$ cat config.mk
export PLATFORM = sky130hd
export DESIGN_NAME = sram_arbiter_flat
export DESIGN_NICKNAME = d
export VERILOG_FILES = /design/src/rtl/sram_arbiter_if.sv /design/src/rtl/sram_arbiter.sv /design/src/flat_wrapper.sv
export SDC_FILE = /design/constraint.sdc
export NUM_CORES = 1
export LEC_CHECK = 0
export CORE_MARGIN = 2
export CORE_UTILIZATION = 39
export CTS_CLUSTER_SIZE = 30
export DETAILED_ROUTE_END_ITERATION = 10
export PLACE_DENSITY = 0.79
export SLEW_MARGIN = 20
export SYNTH_ARGS = -nofsm -noshare
export SYNTH_HDL_FRONTEND = slang
export SYNTH_SLANG_ARGS = --single-unit
$ cat constraint.sdc
create_clock -name clk -period 2.2 [get_ports clk]
set_input_delay 0.44 -clock clk [delete_from_list [all_inputs] [get_ports clk]]
set_output_delay 0.44 -clock clk [all_outputs]
set_load 0.005 [all_outputs]
$ cat src/rtl/sram_arbiter_if.sv
// Bus between two single-word requesters, the arbiter and a sync_sram.
// Ports: req/we/addr/wdata per requester, gnt/ack/rdata/busy back, ss_* strobes to the SRAM.
interface sram_arbiter_if #(
    parameter int ADDR_W = 5,
    parameter int DATA_W = 16
);
    logic              req0;
    logic              we0;
    logic [ADDR_W-1:0] addr0;
    logic [DATA_W-1:0] wdata0;
    logic              req1;
    logic              we1;
    logic [ADDR_W-1:0] addr1;
    logic [DATA_W-1:0] wdata1;
    logic [1:0]        gnt;
    logic [1:0]        ack;
    logic [DATA_W-1:0] rdata;
    logic              busy;
    logic              ss_cs;
    logic              ss_we;
    logic              ss_oe;
    logic [ADDR_W-1:0] ss_address;
    logic [DATA_W-1:0] ss_data_in;
    logic [DATA_W-1:0] ss_data_out;

    modport slave (
        input  req0, we0, addr0, wdata0,
        input  req1, we1, addr1, wdata1,
        input  ss_data_out,
        output gnt, ack, rdata, busy,
        output ss_cs, ss_we, ss_oe, ss_address, ss_data_in
    );

    modport master (
        output req0, we0, addr0, wdata0,
        output req1, we1, addr1, wdata1,
        output ss_data_out,
        input  gnt, ack, rdata, busy,
        input  ss_cs, ss_we, ss_oe, ss_address, ss_data_in
    );
endinterface

$ cat src/rtl/sram_arbiter.sv
// Two-requester round-robin arbiter in front of one sync_sram.
// Ports: clk, reset (sync, active high), bus (slave side of sram_arbiter_if).
module sram_arbiter #(
    parameter int ADDR_W = 5,
    parameter int DATA_W = 16
) (
    input  logic           clk,
    input  logic           reset,
    sram_arbiter_if.slave  bus
);
    localparam logic [1:0] S_IDLE   = 2'd0;
    localparam logic [1:0] S_ACCESS = 2'd1;
    localparam logic [1:0] S_LATCH  = 2'd2;
    localparam logic [1:0] S_ACK    = 2'd3;

    logic [1:0]        r_state;
    logic              r_ptr;
    logic              r_op;
    logic              r_owner;
    logic [1:0]        r_gnt;
    logic [1:0]        r_ack;
    logic [DATA_W-1:0] r_rdata;
    logic              r_busy;
    logic              r_cs;
    logic              r_we;
    logic              r_oe;
    logic [ADDR_W-1:0] r_addr;
    logic [DATA_W-1:0] r_din;

    logic              w_any;
    logic              w_win;
    logic              w_we;
    logic [ADDR_W-1:0] w_addr;
    logic [DATA_W-1:0] w_din;

    // A lone requester wins outright; the pointer only breaks ties.
    assign w_any  = bus.req0 | bus.req1;
    assign w_win  = (bus.req0 & bus.req1) ? r_ptr : bus.req1;
    assign w_we   = w_win ? bus.we1    : bus.we0;
    assign w_addr = w_win ? bus.addr1  : bus.addr0;
    assign w_din  = w_win ? bus.wdata1 : bus.wdata0;

    always_ff @(posedge clk) begin
        if (reset) begin
            r_state <= S_IDLE;
            r_ptr   <= 1'b0;
            r_op    <= 1'b0;
            r_owner <= 1'b0;
            r_gnt   <= 2'b00;
            r_ack   <= 2'b00;
            r_rdata <= '0;
            r_busy  <= 1'b0;
            r_cs    <= 1'b1;
            r_we    <= 1'b1;
            r_oe    <= 1'b1;
            r_addr  <= '0;
            r_din   <= '0;
        end else begin
            case (r_state)
                S_IDLE: begin
                    if (w_any) begin
                        r_owner <= w_win;
                        r_op    <= w_we;
                        r_addr  <= w_addr;
                        r_din   <= w_din;
                        r_gnt   <= w_win ? 2'b10 : 2'b01;
                        r_busy  <= 1'b1;
                        // Strobes are registered, so they go active
                        // for exactly the ACCESS cycle.
                        r_cs    <= 1'b0;
                        r_we    <= ~w_we;
                        r_oe    <= w_we;
                        r_state <= S_ACCESS;
                    end
                end
                S_ACCESS: begin
                    r_cs    <= 1'b1;
                    r_we    <= 1'b1;
                    r_oe    <= 1'b1;
                    r_state <= S_LATCH;
                end
                S_LATCH: begin
                    if (!r_op) begin
                        r_rdata <= bus.ss_data_out;
                    end
                    r_ack   <= r_owner ? 2'b10 : 2'b01;
                    r_state <= S_ACK;
                end
                S_ACK: begin
                    r_ack   <= 2'b00;
                    r_gnt   <= 2'b00;
                    r_busy  <= 1'b0;
                    r_ptr   <= ~r_owner;
                    r_state <= S_IDLE;
                end
                default: begin
                    r_state <= S_IDLE;
                end
            endcase
        end
    end

    assign bus.gnt        = r_gnt;
    assign bus.ack        = r_ack;
    assign bus.rdata      = r_rdata;
    assign bus.busy       = r_busy;
    assign bus.ss_cs      = r_cs;
    assign bus.ss_we      = r_we;
    assign bus.ss_oe      = r_oe;
    assign bus.ss_address = r_addr;
    assign bus.ss_data_in = r_din;
endmodule

$ cat src/flat_wrapper.sv
// flat-port wrapper written by rule: the top's interface ports become plain ports
module sram_arbiter_flat 
#(
    parameter int ADDR_W = 5,
    parameter int DATA_W = 16
)
  (clk, reset, bus_req0, bus_we0, bus_addr0, bus_wdata0, bus_req1, bus_we1, bus_addr1, bus_wdata1, bus_ss_data_out, bus_gnt, bus_ack, bus_rdata, bus_busy, bus_ss_cs, bus_ss_we, bus_ss_oe, bus_ss_address, bus_ss_data_in);
  sram_arbiter_if #(.ADDR_W(ADDR_W), .DATA_W(DATA_W)) bus_i ();
  input  logic clk;
  input  logic reset;
  input wire logic [$bits(bus_i.req0)-1:0] bus_req0;
  input wire logic [$bits(bus_i.we0)-1:0] bus_we0;
  input wire logic [$bits(bus_i.addr0)-1:0] bus_addr0;
  input wire logic [$bits(bus_i.wdata0)-1:0] bus_wdata0;
  input wire logic [$bits(bus_i.req1)-1:0] bus_req1;
  input wire logic [$bits(bus_i.we1)-1:0] bus_we1;
  input wire logic [$bits(bus_i.addr1)-1:0] bus_addr1;
  input wire logic [$bits(bus_i.wdata1)-1:0] bus_wdata1;
  input wire logic [$bits(bus_i.ss_data_out)-1:0] bus_ss_data_out;
  output wire logic [$bits(bus_i.gnt)-1:0] bus_gnt;
  output wire logic [$bits(bus_i.ack)-1:0] bus_ack;
  output wire logic [$bits(bus_i.rdata)-1:0] bus_rdata;
  output wire logic [$bits(bus_i.busy)-1:0] bus_busy;
  output wire logic [$bits(bus_i.ss_cs)-1:0] bus_ss_cs;
  output wire logic [$bits(bus_i.ss_we)-1:0] bus_ss_we;
  output wire logic [$bits(bus_i.ss_oe)-1:0] bus_ss_oe;
  output wire logic [$bits(bus_i.ss_address)-1:0] bus_ss_address;
  output wire logic [$bits(bus_i.ss_data_in)-1:0] bus_ss_data_in;
  assign bus_i.req0 = bus_req0;
  assign bus_i.we0 = bus_we0;
  assign bus_i.addr0 = bus_addr0;
  assign bus_i.wdata0 = bus_wdata0;
  assign bus_i.req1 = bus_req1;
  assign bus_i.we1 = bus_we1;
  assign bus_i.addr1 = bus_addr1;
  assign bus_i.wdata1 = bus_wdata1;
  assign bus_i.ss_data_out = bus_ss_data_out;
  assign bus_gnt = bus_i.gnt;
  assign bus_ack = bus_i.ack;
  assign bus_rdata = bus_i.rdata;
  assign bus_busy = bus_i.busy;
  assign bus_ss_cs = bus_i.ss_cs;
  assign bus_ss_we = bus_i.ss_we;
  assign bus_ss_oe = bus_i.ss_oe;
  assign bus_ss_address = bus_i.ss_address;
  assign bus_ss_data_in = bus_i.ss_data_in;
  sram_arbiter #(.ADDR_W(ADDR_W), .DATA_W(DATA_W)) u_core (.clk(clk), .reset(reset), .bus(bus_i));
endmodule
==> metrics.md <==
| Metric | Value |
|---|---|
| Worst Path Arrival | `1930 ps` |
| Syn nets | `303` |
| Vias per cell | `4.81` |
| Pleak | `1.30 nW` |
| Complex-gate fraction of the synthesized area | `0.173` |
| Post-synth cell types | `26` |
| Crit. End Element | `flop` |
| Syn avg cell area | `9.06 sq um` |
| NetSw | `0.990 mW` |
| Final Max Tran Viols | `0` |
| Leading area contributor after synthesis | `dfxtp_1` |
| Least-Margin Pin Slew | `583 ps` |
| H-tree depth | `2` |
| Endpoints failing setup | `0` |
| Die width | `77.7 um` |
| Main combinational cell family by area after synthesis | `compound AO/OA/AOI/OAI gates` |
| Router iterations before antenna repair | `4` |
| First-pass GRT wire length | `8.26 mm` |
| Post-DR wirelength/cell | `12.3 um` |
| Synth Area in Adders | `0.0295` |
| Logic pwr share | `0.404` |
| Post-DRT Antenna Nets | `0` |
| Setup TNS | `0 ps` |
| Async SR Flop Fraction | `0` |
| Routed via count | `1953` |
| Global route total overflow | `0` |
| Post-route core utilization | `0.647` |
| Worst-Skew Late Latency | `300 ps` |
| GP Congestion | `0.824` |
| Synth Area in XOR/XNOR | `0` |
| Pre-CTS setup slack | `227 ps` |
| Hold crit path type | `flop to flop` |
| HPWL after DPL | `3.75 mm` |
| P per Cell Area | `954 nW/um^2` |
| FF-to-FF path depth | `6` |
| Reg-to-reg slack, setup | `460 ps` |
| Flop pwr share | `0.396` |
| Main area contributors after synthesis | `dfxtp_1 47%, mux2i_1 11%, a211oi_1 8.8%` |
| Post-synth EDFFs | `0` |
| Top cell type's share of synthesized area | `0.472` |
| Diodes inserted | `0` |
| Port buffer count | `108` |
| CTS root buf | `clkbuf_8` |
| Number of hold buffers added after cts | `0` |
| Final setup margin | `458 ps` |
| Final Skew | `8.17 ps` |
| #FFs+latches synth | `50` |
| Core footprint | `5170 sq um` |
| Clock Path Buffers | `2` |
| Status | `finished clean` |
| Post-synthesis cell area | `2120 sq um` |
| Post-cts sizing count | `0` |
| Worst EP required | `2390 ps` |
| Total power | `3.19 mW` |
| Period minus WS final | `1740 ps` |
| CTS tree | `yes` |
| Post-Synth Simple-Gate Area | `0.149` |
| Starting Density | `0.410` |
| I/O pin cnt | `109` |
| Area grow syn2layout | `57.8%` |
| Max VDD drop | `449 uV` |
| CP Launch Type | `flop` |
| Nets | `404` |
| Count leader, synth | `dfxtp_1` |
| Final period util | `0.792` |
| Initial DRC count | `74` |
| Max Freq | `574 MHz` |
| Hold Crit Depth | `2` |
| Vias in the first global route | `1906` |
| CP Max Fanout | `10` |
| Max_cap viols | `0` |
| Postcts setup bufs | `0` |
| Clock power share | `0.200` |
| Predominant post-synthesis flop cell | `dfxtp_1` |
| Initial antenna violation count | `0` |
| Synth cell count leaders | `50 x dfxtp_1, 38 x nand2_1, 28 x nor2_1, 25 x a211oi_1, 24 x mux2i_1` |
| Mapped Cells | `234` |
| Worst slew margin | `0.611` |
| Final count of hold timing violations | `0` |
| Post-synthesis sequential area ratio | `0.472` |
| Total CTS buffers | `5` |
| WL final | `5.01 mm` |
| Largest net degree at the start of global routing | `45` |
| CP Class | `flop to flop` |
| All-Layer GR Usage | `0.169` |
| Die Area | `6040 sq um` |
| Die span in y | `77.7 um` |
| RSZ-0062 raised after global routing | `false` |
| Clock Sinks | `50` |
| Sw Share | `0.310` |
| Core Rows | `26` |
| Share of cells above drive strength 1 | `0.0506` |
| DRC errors left | `0` |
| Mux contribution to synthesized area | `0.113` |
| CTS clk-pin slew, worst paths | `90 ps` |
| Internal Power | `2.20 mW` |
| Synth warn | `0` |
-- area by class of cell --
type / count / area (sq um)
Fill cell: 449 / 1830
Clock inverter: 3 / 45.0
Inverter: 5 / 18.8
Clock buffer: 5 / 68.8
Sequential cell: 50 / 1000
Tap cell: 70 / 87.6
Multi-Input combinational cell: 160 / 986
Timing Repair Buffer: 113 / 1140
-- cells by family (layout without fill, tap and decap cells) --
family,count (synthesis),count (layout)
compound gates,55,55
fa+ha+maj,5,5
buf+inv,24,126
flops,50,50
mux,24,24
simple gates,76,76
-- power by group through the flow --
| stage | sequential (mW) | combinational (mW) | clock, mW |
|---|---|---|---|
| 4_1_cts | 1.27 | 1.31 | 0.665 |
| 3_3_place_gp | 1.28 | 1.29 | 0 |
| 2_1_floorplan | 1.29 | 0.657 | 0 |
| 3_5_place_dp | 1.28 | 1.30 | 0 |
| 6_report | 1.26 | 1.29 | 0.639 |
| 5_1_grt | 1.30 | 1.44 | 0.707 |
-- metal layers --
metal	GRT usage	vias up	routed length (um)
li1	-	1004	-
met1	0.193	852	2160
met2	0.284	92	2240
met3	0.0721	5	558
met4	0.0589	0	55
met5	0	-	0
-- flip-flops by register name, indices dropped and copies added (netlist names) --
register               cells
u_core.bus.ack             2
u_core.r_owner             1
u_core.bus.ss_data_in     16
u_core.bus.busy            1
u_core.bus.rdata          16
u_core.bus.ss_cs           1
u_core.bus.ss_address      5
u_core.r_state             2
u_core.bus.gnt             2
u_core.r_ptr               1
u_core.bus.ss_oe           1
u_core.r_op                1
u_core.bus.ss_we           1
-- metrics by stage --
step	hold slack [ps]	instance area, sq um	std cells
final	456	3350	406
after global routing	477	3350	406
after CTS	460	3350	406
after detailed placement	446	3230	398
after global placement	441	3230	398
after floorplan	453	2120	234
-- final timing paths --
path                                     startpoint                   to
worst max-delay path              u_core.r_state[1]     u_core.bus.ss_we
worst min-delay path            u_core.bus.rdata[1]  u_core.bus.rdata[1]
worst max register to register    u_core.r_state[1]     u_core.bus.ss_we
worst min register to register  u_core.bus.rdata[1]  u_core.bus.rdata[1]
-- worst max-delay path, cell delays in order, from the launching register on --
cell	delay, ps
dfxtp_1	410
inv_1	110
ha_1	290
nor3b_2	220
nor4b_1	360
inv_1	70
o32a_1	170
-- placed cells by master, fill, tap and decap left out --
cell | synthesis | routed
buf_12 | 2 | 2
o21a_1 | 1 | 1
or3b_1 | 1 | 1
nor2b_1 | 1 | 1
clkinvlp_4 | 0 | 2
inv_1 | 4 | 4
a211oi_1 | 25 | 25
mux2i_1 | 24 | 24
a21oi_1 | 22 | 22
bufinv_16 | 0 | 1
a221o_1 | 1 | 1
o21ai_0 | 2 | 2
o21ai_4 | 1 | 1
nor3_1 | 4 | 4
nor2_1 | 28 | 28
nand2_1 | 38 | 38
dfxtp_1 | 50 | 50
clkdlybuf4s50_1 | 0 | 107
o211ai_1 | 1 | 1
clkbuf_8 | 0 | 5
nand2b_1 | 2 | 2
nor4b_1 | 1 | 1
ha_1 | 5 | 5
inv_2 | 1 | 1
o32a_1 | 1 | 1
buf_2 | 6 | 1
nor3b_2 | 1 | 1
a21o_1 | 1 | 1
buf_4 | 1 | 3
No activity file was read; power rests on OpenSTA's default activity.
